## src/rtl/logic_unit_n.sv

```systemverilog
`default_nettype none
// ============================================================================
//  Module   : logic_unit_n
//  Purpose  : Multi-mode bitwise logic unit. Processes LANE bits per cycle
//             under a start/busy/done handshake with a registered result.
//  Revision : 1.0  initial release
// ============================================================================
module logic_unit_n #(
  parameter int WIDTH = 32,
  parameter int LANE  = 8
) (
  input  logic             clk,
  input  logic             clear,
  input  logic             start,
  input  logic [2:0]       op,
  input  logic [WIDTH-1:0] rA,
  input  logic [WIDTH-1:0] rB,
  output logic [WIDTH-1:0] rZ,
  output logic             busy,
  output logic             done,
  output logic             zero
);

  localparam int N  = WIDTH / LANE;
  localparam int KW = (N > 1) ? $clog2(N) : 1;
  localparam logic [KW-1:0] C_K_LAST = KW'(N - 1);

  localparam logic [0:0] S_IDLE = 1'b0;
  localparam logic [0:0] S_RUN  = 1'b1;

  localparam logic [2:0] OP_OR   = 3'b000;
  localparam logic [2:0] OP_AND  = 3'b001;
  localparam logic [2:0] OP_XOR  = 3'b010;
  localparam logic [2:0] OP_NOR  = 3'b011;
  localparam logic [2:0] OP_NAND = 3'b100;
  localparam logic [2:0] OP_XNOR = 3'b101;
  localparam logic [2:0] OP_NOTA = 3'b110;
  localparam logic [2:0] OP_PASS = 3'b111;

  generate
    if ((LANE < 1) || (WIDTH % LANE != 0)) begin : g_lane_check
      $error("logic_unit_n: WIDTH must be a non-zero multiple of LANE");
    end
  endgenerate

  logic [0:0]       r_state;
  logic [0:0]       w_state_next;
  logic [KW-1:0]    r_k;
  logic [2:0]       r_op;
  logic [WIDTH-1:0] r_a;
  logic [WIDTH-1:0] r_b;
  logic [WIDTH-1:0] r_acc;

  logic             w_latch;
  logic             w_step;
  logic             w_last;
  logic [LANE-1:0]  w_a_chunk;
  logic [LANE-1:0]  w_b_chunk;
  logic [LANE-1:0]  w_chunk;
  logic [WIDTH-1:0] w_acc_next;

  // State register
  always_ff @(posedge clk or negedge clear) begin
    if (!clear) r_state <= S_IDLE;
    else        r_state <= w_state_next;
  end

  // Next-state logic
  always_comb begin
    w_state_next = r_state;
    case (r_state)
      S_IDLE:  if (start)  w_state_next = S_RUN;
      S_RUN:   if (w_last) w_state_next = S_IDLE;
      default: w_state_next = S_IDLE;
    endcase
  end

  // Output / control decode; busy depends on state only
  always_comb begin
    w_latch = (r_state == S_IDLE) && start;
    w_step  = (r_state == S_RUN);
    w_last  = w_step && (r_k == C_K_LAST);
    busy    = (r_state == S_RUN);
  end

  always_comb begin
    w_a_chunk = r_a[int'(r_k) * LANE +: LANE];
    w_b_chunk = r_b[int'(r_k) * LANE +: LANE];
    case (r_op)
      OP_OR:   w_chunk = w_a_chunk | w_b_chunk;
      OP_AND:  w_chunk = w_a_chunk & w_b_chunk;
      OP_XOR:  w_chunk = w_a_chunk ^ w_b_chunk;
      OP_NOR:  w_chunk = ~(w_a_chunk | w_b_chunk);
      OP_NAND: w_chunk = ~(w_a_chunk & w_b_chunk);
      OP_XNOR: w_chunk = ~(w_a_chunk ^ w_b_chunk);
      OP_NOTA: w_chunk = ~w_a_chunk;
      OP_PASS: w_chunk = w_b_chunk;
      default: w_chunk = '0;
    endcase
  end

  // Accumulator with the current chunk merged in, so the last edge can
  // publish the complete result without an extra cycle.
  always_comb begin
    w_acc_next = r_acc;
    w_acc_next[int'(r_k) * LANE +: LANE] = w_chunk;
  end

  always_ff @(posedge clk or negedge clear) begin
    if (!clear) begin
      r_k   <= '0;
      r_op  <= '0;
      r_a   <= '0;
      r_b   <= '0;
      r_acc <= '0;
      rZ    <= '0;
      zero  <= 1'b1;
      done  <= 1'b0;
    end else begin
      done <= w_last;
      if (w_latch) begin
        r_a  <= rA;
        r_b  <= rB;
        r_op <= op;
        r_k  <= '0;
      end else if (w_step) begin
        r_acc <= w_acc_next;
        r_k   <= w_last ? '0 : r_k + 1'b1;
        if (w_last) begin
          rZ   <= w_acc_next;
          zero <= (w_acc_next == '0);
        end
      end
    end
  end

endmodule
`default_nettype wire

```

## config.mk

```make
export PLATFORM = sky130hd
export DESIGN_NAME = logic_unit_n
export DESIGN_NICKNAME = d
export VERILOG_FILES = /design/src/rtl/logic_unit_n.sv
export SDC_FILE = /design/constraint.sdc
export NUM_CORES = 1
export LEC_CHECK = 0
export CAP_MARGIN = 20
export CORE_UTILIZATION = 35
export DETAILED_ROUTE_END_ITERATION = 6
export GPL_TIMING_DRIVEN = 0
export MAX_ROUTING_LAYER = met4
export SYNTH_ARGS = -nofsm -noshare
export SYNTH_HDL_FRONTEND = slang
export SYNTH_SLANG_ARGS = --single-unit
```

## constraint.sdc

```tcl
create_clock -name clk -period 9.3 [get_ports clk]
set_clock_uncertainty 0.05 [all_clocks]
set_input_delay 0.93 -clock clk [delete_from_list [all_inputs] [get_ports clk]]
set_output_delay 0.93 -clock clk [all_outputs]
set_load 0.05 [all_outputs]
```

==> out/results.tsv, run 1 <==
stage	metric	value	unit
cts	tritoncts	done	
route	finalWirelength	18600	um
placed_design	post_dp_cell_area	8040	um2
worst_setup_path	ff2ff_setup_slack	5.11	ns
sta	rsz0062_at_grt	false	
route	drtIter0Drc	435	
power	power.total	3720	uW
route	remaining_drc_errors	0	
cts	cts_resized	0	
worst_setup_path	worstReg2RegStart	r_k[0]	
worst_hold_path	hp-class	in2async	
global_routing	track_usage	20.3	%
placed_design	port_buffers	104	
run_status	status	finished, final reports clean	
global_routing	grt_pass1_vias	5413	
die	num_rows	50	
cts	cts_max_path_buffers	2	
synth	yosysSeqAreaShare	48.0	%
synth	yosys.area.top_type	dfrtp_1	
synth	synth_fp_nets	723	
sta	finalCritPeriodShare	45.0	%
cts	numClockSinks	128	
placed_design	dpl.hpwl	13600	um
global_routing	grt_pass1_wl	29400	um
placed_design	routabilityCongestion	0.914	
synth	syn_area	6680	um2
sta	fmax	0.239	GHz
sta	fin_tns_setup	0	ns
sta	setup_viol	0	
global_routing	grt_max_degree	103	
layout	regArea	3200	um2
sta	period_needed	4.19	ns
die	start_util	35.7	%
synth	ys_ff_latch	128	
cts	cts_setup_buffers	0	
worst_setup_path	r2r_cells	15	
cts	clkTransAtPathRegs	0.06	ns
worst_setup_path	end_kind	flip-flop	
worst_setup_path	reg2reg_to	zero	
cts	clk_latency	0.43	ns
power	power-per-cell-area	430	nW/um2
layout	insertedDiodeCount	0	
die	die_w	140	um
power	peakVddDrop	160	uV
worst_setup_path	arrival	4.47	ns
cts	hold_buffers	0	
layout	final_common_cell	dfrtp_1	
route	dr.pass1.iters	5	
layout	area_growth	29.7	%
sta	hold_viol_final	0	
die	fp.dieArea	19600	um2
synth	yosysTopAreaCellShare	47.6	%
synth	synth.avg_cell_area	10.6	um2
layout	nFillCells	1711	
synth	async_flop_share	100	%
worst_setup_path	critPathKind	reg2reg	
route	ant_nets	0	
layout	drive_gt1_share	17.9	%
die	core	18700	um2
die	io_pins	105	
cts	root_buffer	clkbuf_16	
route	wl_per_cell	18.5	um
global_routing	antenna_found_initial	0	
synth	synth.distinct_cells	66	
synth	synth-edff-count	0	
synth	syn_inst	632	
layout	multi_input_area	3160	um2
sta	tightest_slew	0.944	ns
sta	slew_viol_final	0	
layout	final_cell_mix	dfrtp_1 (127), clkdlybuf4s50_1 (103), mux2_2 (79)	
synth	synthTopCellsByArea	dfrtp_1 (48%), mux2_2 (13%), ha_1 (3.9%), nand2_1 (3.8%), o21ai_0 (3.7%)	
route	vias	5399	
worst_setup_path	worstPathRequired	9.59	ns
layout	nets	848	
power	p_leak	0.00370	uW
sta	relSlewSlack	37.1	%
sta	holdWs	0.312	ns
route	vias_per_cell	5.38	
synth	ys_warn_count	0	
cts	htreeDepth	4	
flow_run	cap_violations	0	
worst_setup_path	crit_path_start_kind	flip-flop	
global_routing	grt-ovfl-total	0	
layout	post-route-cell-area	8660	um2
cts	cts_buffers	17	
die	die_h	140	um
synth	yosys_most_used_dff	dfrtp_1	
layout	fin_util	46.3	%
worst_setup_path	critical_path.max_fanout	10	
## metrics by stage
stage | setup WS [ns] | std cells
final | 5.11 | 1004
after global routing | 4.96 | 1004
after CTS | 5.13 | 1003
after detailed placement | 5.15 | 971
after global placement | 2.38 | 970
after floorplan | 5.83 | 632
## power by group
group	switching, uW	internal [uW]	leakage, uW
clock network	262	435	0.000291
registers	149	824	0.00158
logic	1250	802	0.00183
total	1660	2060	0.00370
## metal layers
| metal | track usage, % | share of wire (%) | routed length, um | up-vias |
|---|---|---|---|---|
| met3 | 3.62 | 4.7 | 873 | 33 |
| li1 | - | - | - | 2514 |
| met2 | 33.0 | 49 | 9170 | 190 |
| met4 | 9.43 | 2.9 | 537 | 0 |
| met5 | - | 0 | 0 | - |
| met1 | 24.6 | 43 | 8000 | 2662 |
## synthesized netlist by cell type, drive strengths merged (3+ instances only)
master,instances
a211oi,5
inv,32
clkbuf,21
dfrtp,127
mux2i,19
nor2,28
ha,21
a21o,11
a31oi,5
a22o,3
o21ai,51
nand2b,13
nor4,3
nor2b,7
a32o,8
nand3,8
a21oi,27
nand4,3
buf,18
o21a,3
mux2,81
o22ai,7
a22oi,14
nand2,67
nor3,4
o221ai,3
o211ai,4
nand3b,4
a2bb2oi,3
o2bb2ai,3
## worst max path at each step
stage / start / to / slack [ns]
finish: r_k[0] / zero / 5.11
global route: r_k[0] / zero / 4.96
CTS: r_k[0] / zero / 5.13
detailed placement: r_k[0] / zero / 5.15
global placement: clear / r_b[0] / 2.38
floorplan: r_k[0] / zero / 5.83
## worst max-delay path: stages (launching register included)
cell and delay (ns):
dfrtp_1 0.39, buf_6 0.19, buf_8 0.18, buf_4 0.26
mux2_2 0.38, o21ai_0 0.26, inv_1 0.08, ha_1 0.24
mux2_2 0.22, o21ai_0 0.07, nor2b_1 0.13, a221oi_1 0.25
a22o_1 0.47, a21oi_1 0.12, or4_1 0.53, o31ai_2 0.25
## kinds of logic after synthesis
group,share of synthesized area (%)
flops,48.0
fa+ha+maj,3.93
buf+inv,4.76
mux,16.7
simple gates,10.8
compound gates,15.8
## registers in the layout, indices dropped and copies added, names as in the netlist
name and count:
rZ 32, zero 1, r_a 32, busy 1, r_acc 24, done 1, r_k 2, r_b 32
r_op 3
## cell type report
cell class | instances | area share, %
flip-flops and latches | 128 | 37.0
multi-input cells | 431 | 36.5
repair buffers | 106 | 12.4
clock buffers | 19 | 5.23
well taps | 234 | 3.38
plain buffers | 39 | 2.20
clock inverters | 13 | 1.86
inverters | 34 | 1.47
Note: power is estimated with default switching activity, not from simulation.
==> run 2: changes to the inputs <==
clock period = 4.3 ns   (was 9.3 ns; I/O delays follow)
==> out/results.tsv, run 2 (synthesis results as in run 1) <==
stage	metric	value	unit
layout	final_cell_mix	dfrtp_1 (127), clkdlybuf4s50_1 (103), mux2_2 (79)	
route	wl_per_cell	18.5	um
cts	numClockSinks	128	
sta	holdWs	0.384	ns
sta	layout_setup_ws	0.276	ns
route	drtIter0Drc	442	
global_routing	track_usage	20.3	%
die	die_h	140	um
run_status	status	finished, final reports clean	
worst_setup_path	crit_path_start_kind	flip-flop	
route	ant_nets	0	
cts	tritoncts	done	
sta	rsz0062_at_grt	false	
layout	drive_gt1_share	18.0	%
cts	clk_latency	0.43	ns
layout	area_growth	29.9	%
power	power_switching	3610	uW
flow_run	cap_violations	0	
placed_design	routabilityCongestion	0.914	
placed_design	port_buffers	104	
cts	clkTransAtPathRegs	0.06	ns
global_routing	grt_max_degree	103	
layout	nets	849	
placed_design	dpl.hpwl	13600	um
worst_setup_path	worstPathRequired	4.59	ns
power	power_frac_seq	26.1	%
die	fp.dieArea	19600	um2
sta	slew_viol_final	0	
worst_setup_path	arrival	4.31	ns
worst_setup_path	end_kind	flip-flop	
layout	fin_util	46.4	%
sta	hold_viol_final	0	
route	dr.pass1.iters	5	
power	p_leak	0.00371	uW
die	die_w	140	um
power	clockPowerShare	18.7	%
sta	fmax	0.249	GHz
global_routing	grt_pass1_wl	29400	um
worst_setup_path	critical_path.max_fanout	10	
sta	period_needed	4.02	ns
sta	setup_viol	0	
route	remaining_drc_errors	0	
sta	relSlewSlack	35.7	%
layout	final_common_cell	dfrtp_1	
power	internal_power	4470	uW
die	io_pins	105	
global_routing	grt_pass1_vias	5413	
cts	cts_max_path_buffers	2	
layout	largestRegisters	rZ: 32 flops, r_a: 32 flops, r_b: 32 flops	
worst_hold_path	hp-class	in2async	
cts	cts_buffers	17	
sta	finalCritPeriodShare	93.6	%
cts	cts_setup_buffers	0	
die	core	18700	um2
worst_setup_path	critPathKind	reg2reg	
route	vias	5406	
route	vias_per_cell	5.38	
cts	root_buffer	clkbuf_16	
layout	insertedDiodeCount	0	
placed_design	post_dp_cell_area	8040	um2
power	peakVddDrop	346	uV
cts	htreeDepth	4	
route	finalWirelength	18600	um
layout	post-route-cell-area	8670	um2
global_routing	grt-ovfl-total	0	
power	switching_share	44.7	%
sta	tightest_slew	0.960	ns
power	combPwrFrac	55.2	%
worst_setup_path	r2r_cells	15	
die	start_util	35.7	%
power	power-per-cell-area	931	nW/um2
die	num_rows	50	
global_routing	antenna_found_initial	0	
placed_design	pre_cts_ws	0.151	ns
sta	fin_tns_setup	0	ns
==> run 2: changes by cell type in the layout (fill, tap and decap cells not counted), sizes merged <==
cell         previous run  this run
dlygate4sd3             0         1
==> run 2: power by group through the flow <==
stage	logic, uW	clock network [uW]	registers, uW
2_1_floorplan	2630	0	2520
3_3_place_gp	4290	0	2100
3_5_place_dp	4410	0	2130
4_1_cts	4430	1530	2110
5_1_grt	4820	1580	2180
6_report	4460	1510	2110
==> run 2: final cells by class <==
cell class              instances  area (um2)
plain buffers                  39         190
clock buffers                  19         453
clock inverters                13         161
fillers                      1709       10000
inverters                      34         128
multi-input cells             431        3160
flip-flops and latches        128        3200
well taps                     234         293
repair buffers                107        1080
==> run 2: through the flow <==
stage	total power, uW	std cells
5_1_grt	8590	1005
6_report	8070	1005
3_5_place_dp	6540	971
2_1_floorplan	5150	632
4_1_cts	8070	1004
3_3_place_gp	6390	970
==> run 2: timing repair <==
| item | 4_1_cts | 5_1_grt |
|---|---|---|
| endpoints found under the hold margin | 25 | 0 |
| endpoints found under the setup margin | 0 | 1 |
| resized for setup | 0 | 2 |
| hold buffers | 1 | 0 |
==> run 2: final timing paths <==
kind / from / slack [ns] / to
setup reg to reg: r_k[0] / 0.28 / zero
max in group asynchronous: clear / 3.01 / r_acc[10]
hold reg to reg: rZ[31] / 0.42 / rZ[31]
hold / removal: clear / 0.38 / rZ[20]
min in group clk: rZ[31] / 0.42 / rZ[31]
setup / recovery: r_k[0] / 0.28 / zero
==> run 2: critical path: stages, from the launching register on <==
cell and delay [ns]:
dfrtp_1 0.39, buf_6 0.18, buf_8 0.18, buf_4 0.26
mux2_2 0.38, o21ai_0 0.27, inv_1 0.08, ha_1 0.24
mux2_2 0.22, o21ai_0 0.07, nor2b_1 0.14, a221oi_1 0.24
a22o_2 0.35, a21oi_1 0.10, or4_1 0.52, o31ai_2 0.25
==> run 2: per-layer routing <==
| layer | vias up | GRT usage (%) | share of wire, % |
|---|---|---|---|
| li1 | 2517 | - | - |
| met1 | 2685 | 24.6 | 44 |
| met2 | 169 | 33.0 | 49 |
| met3 | 35 | 3.62 | 4.1 |
| met4 | 0 | 9.43 | 2.9 |
| met5 | - | - | 0 |
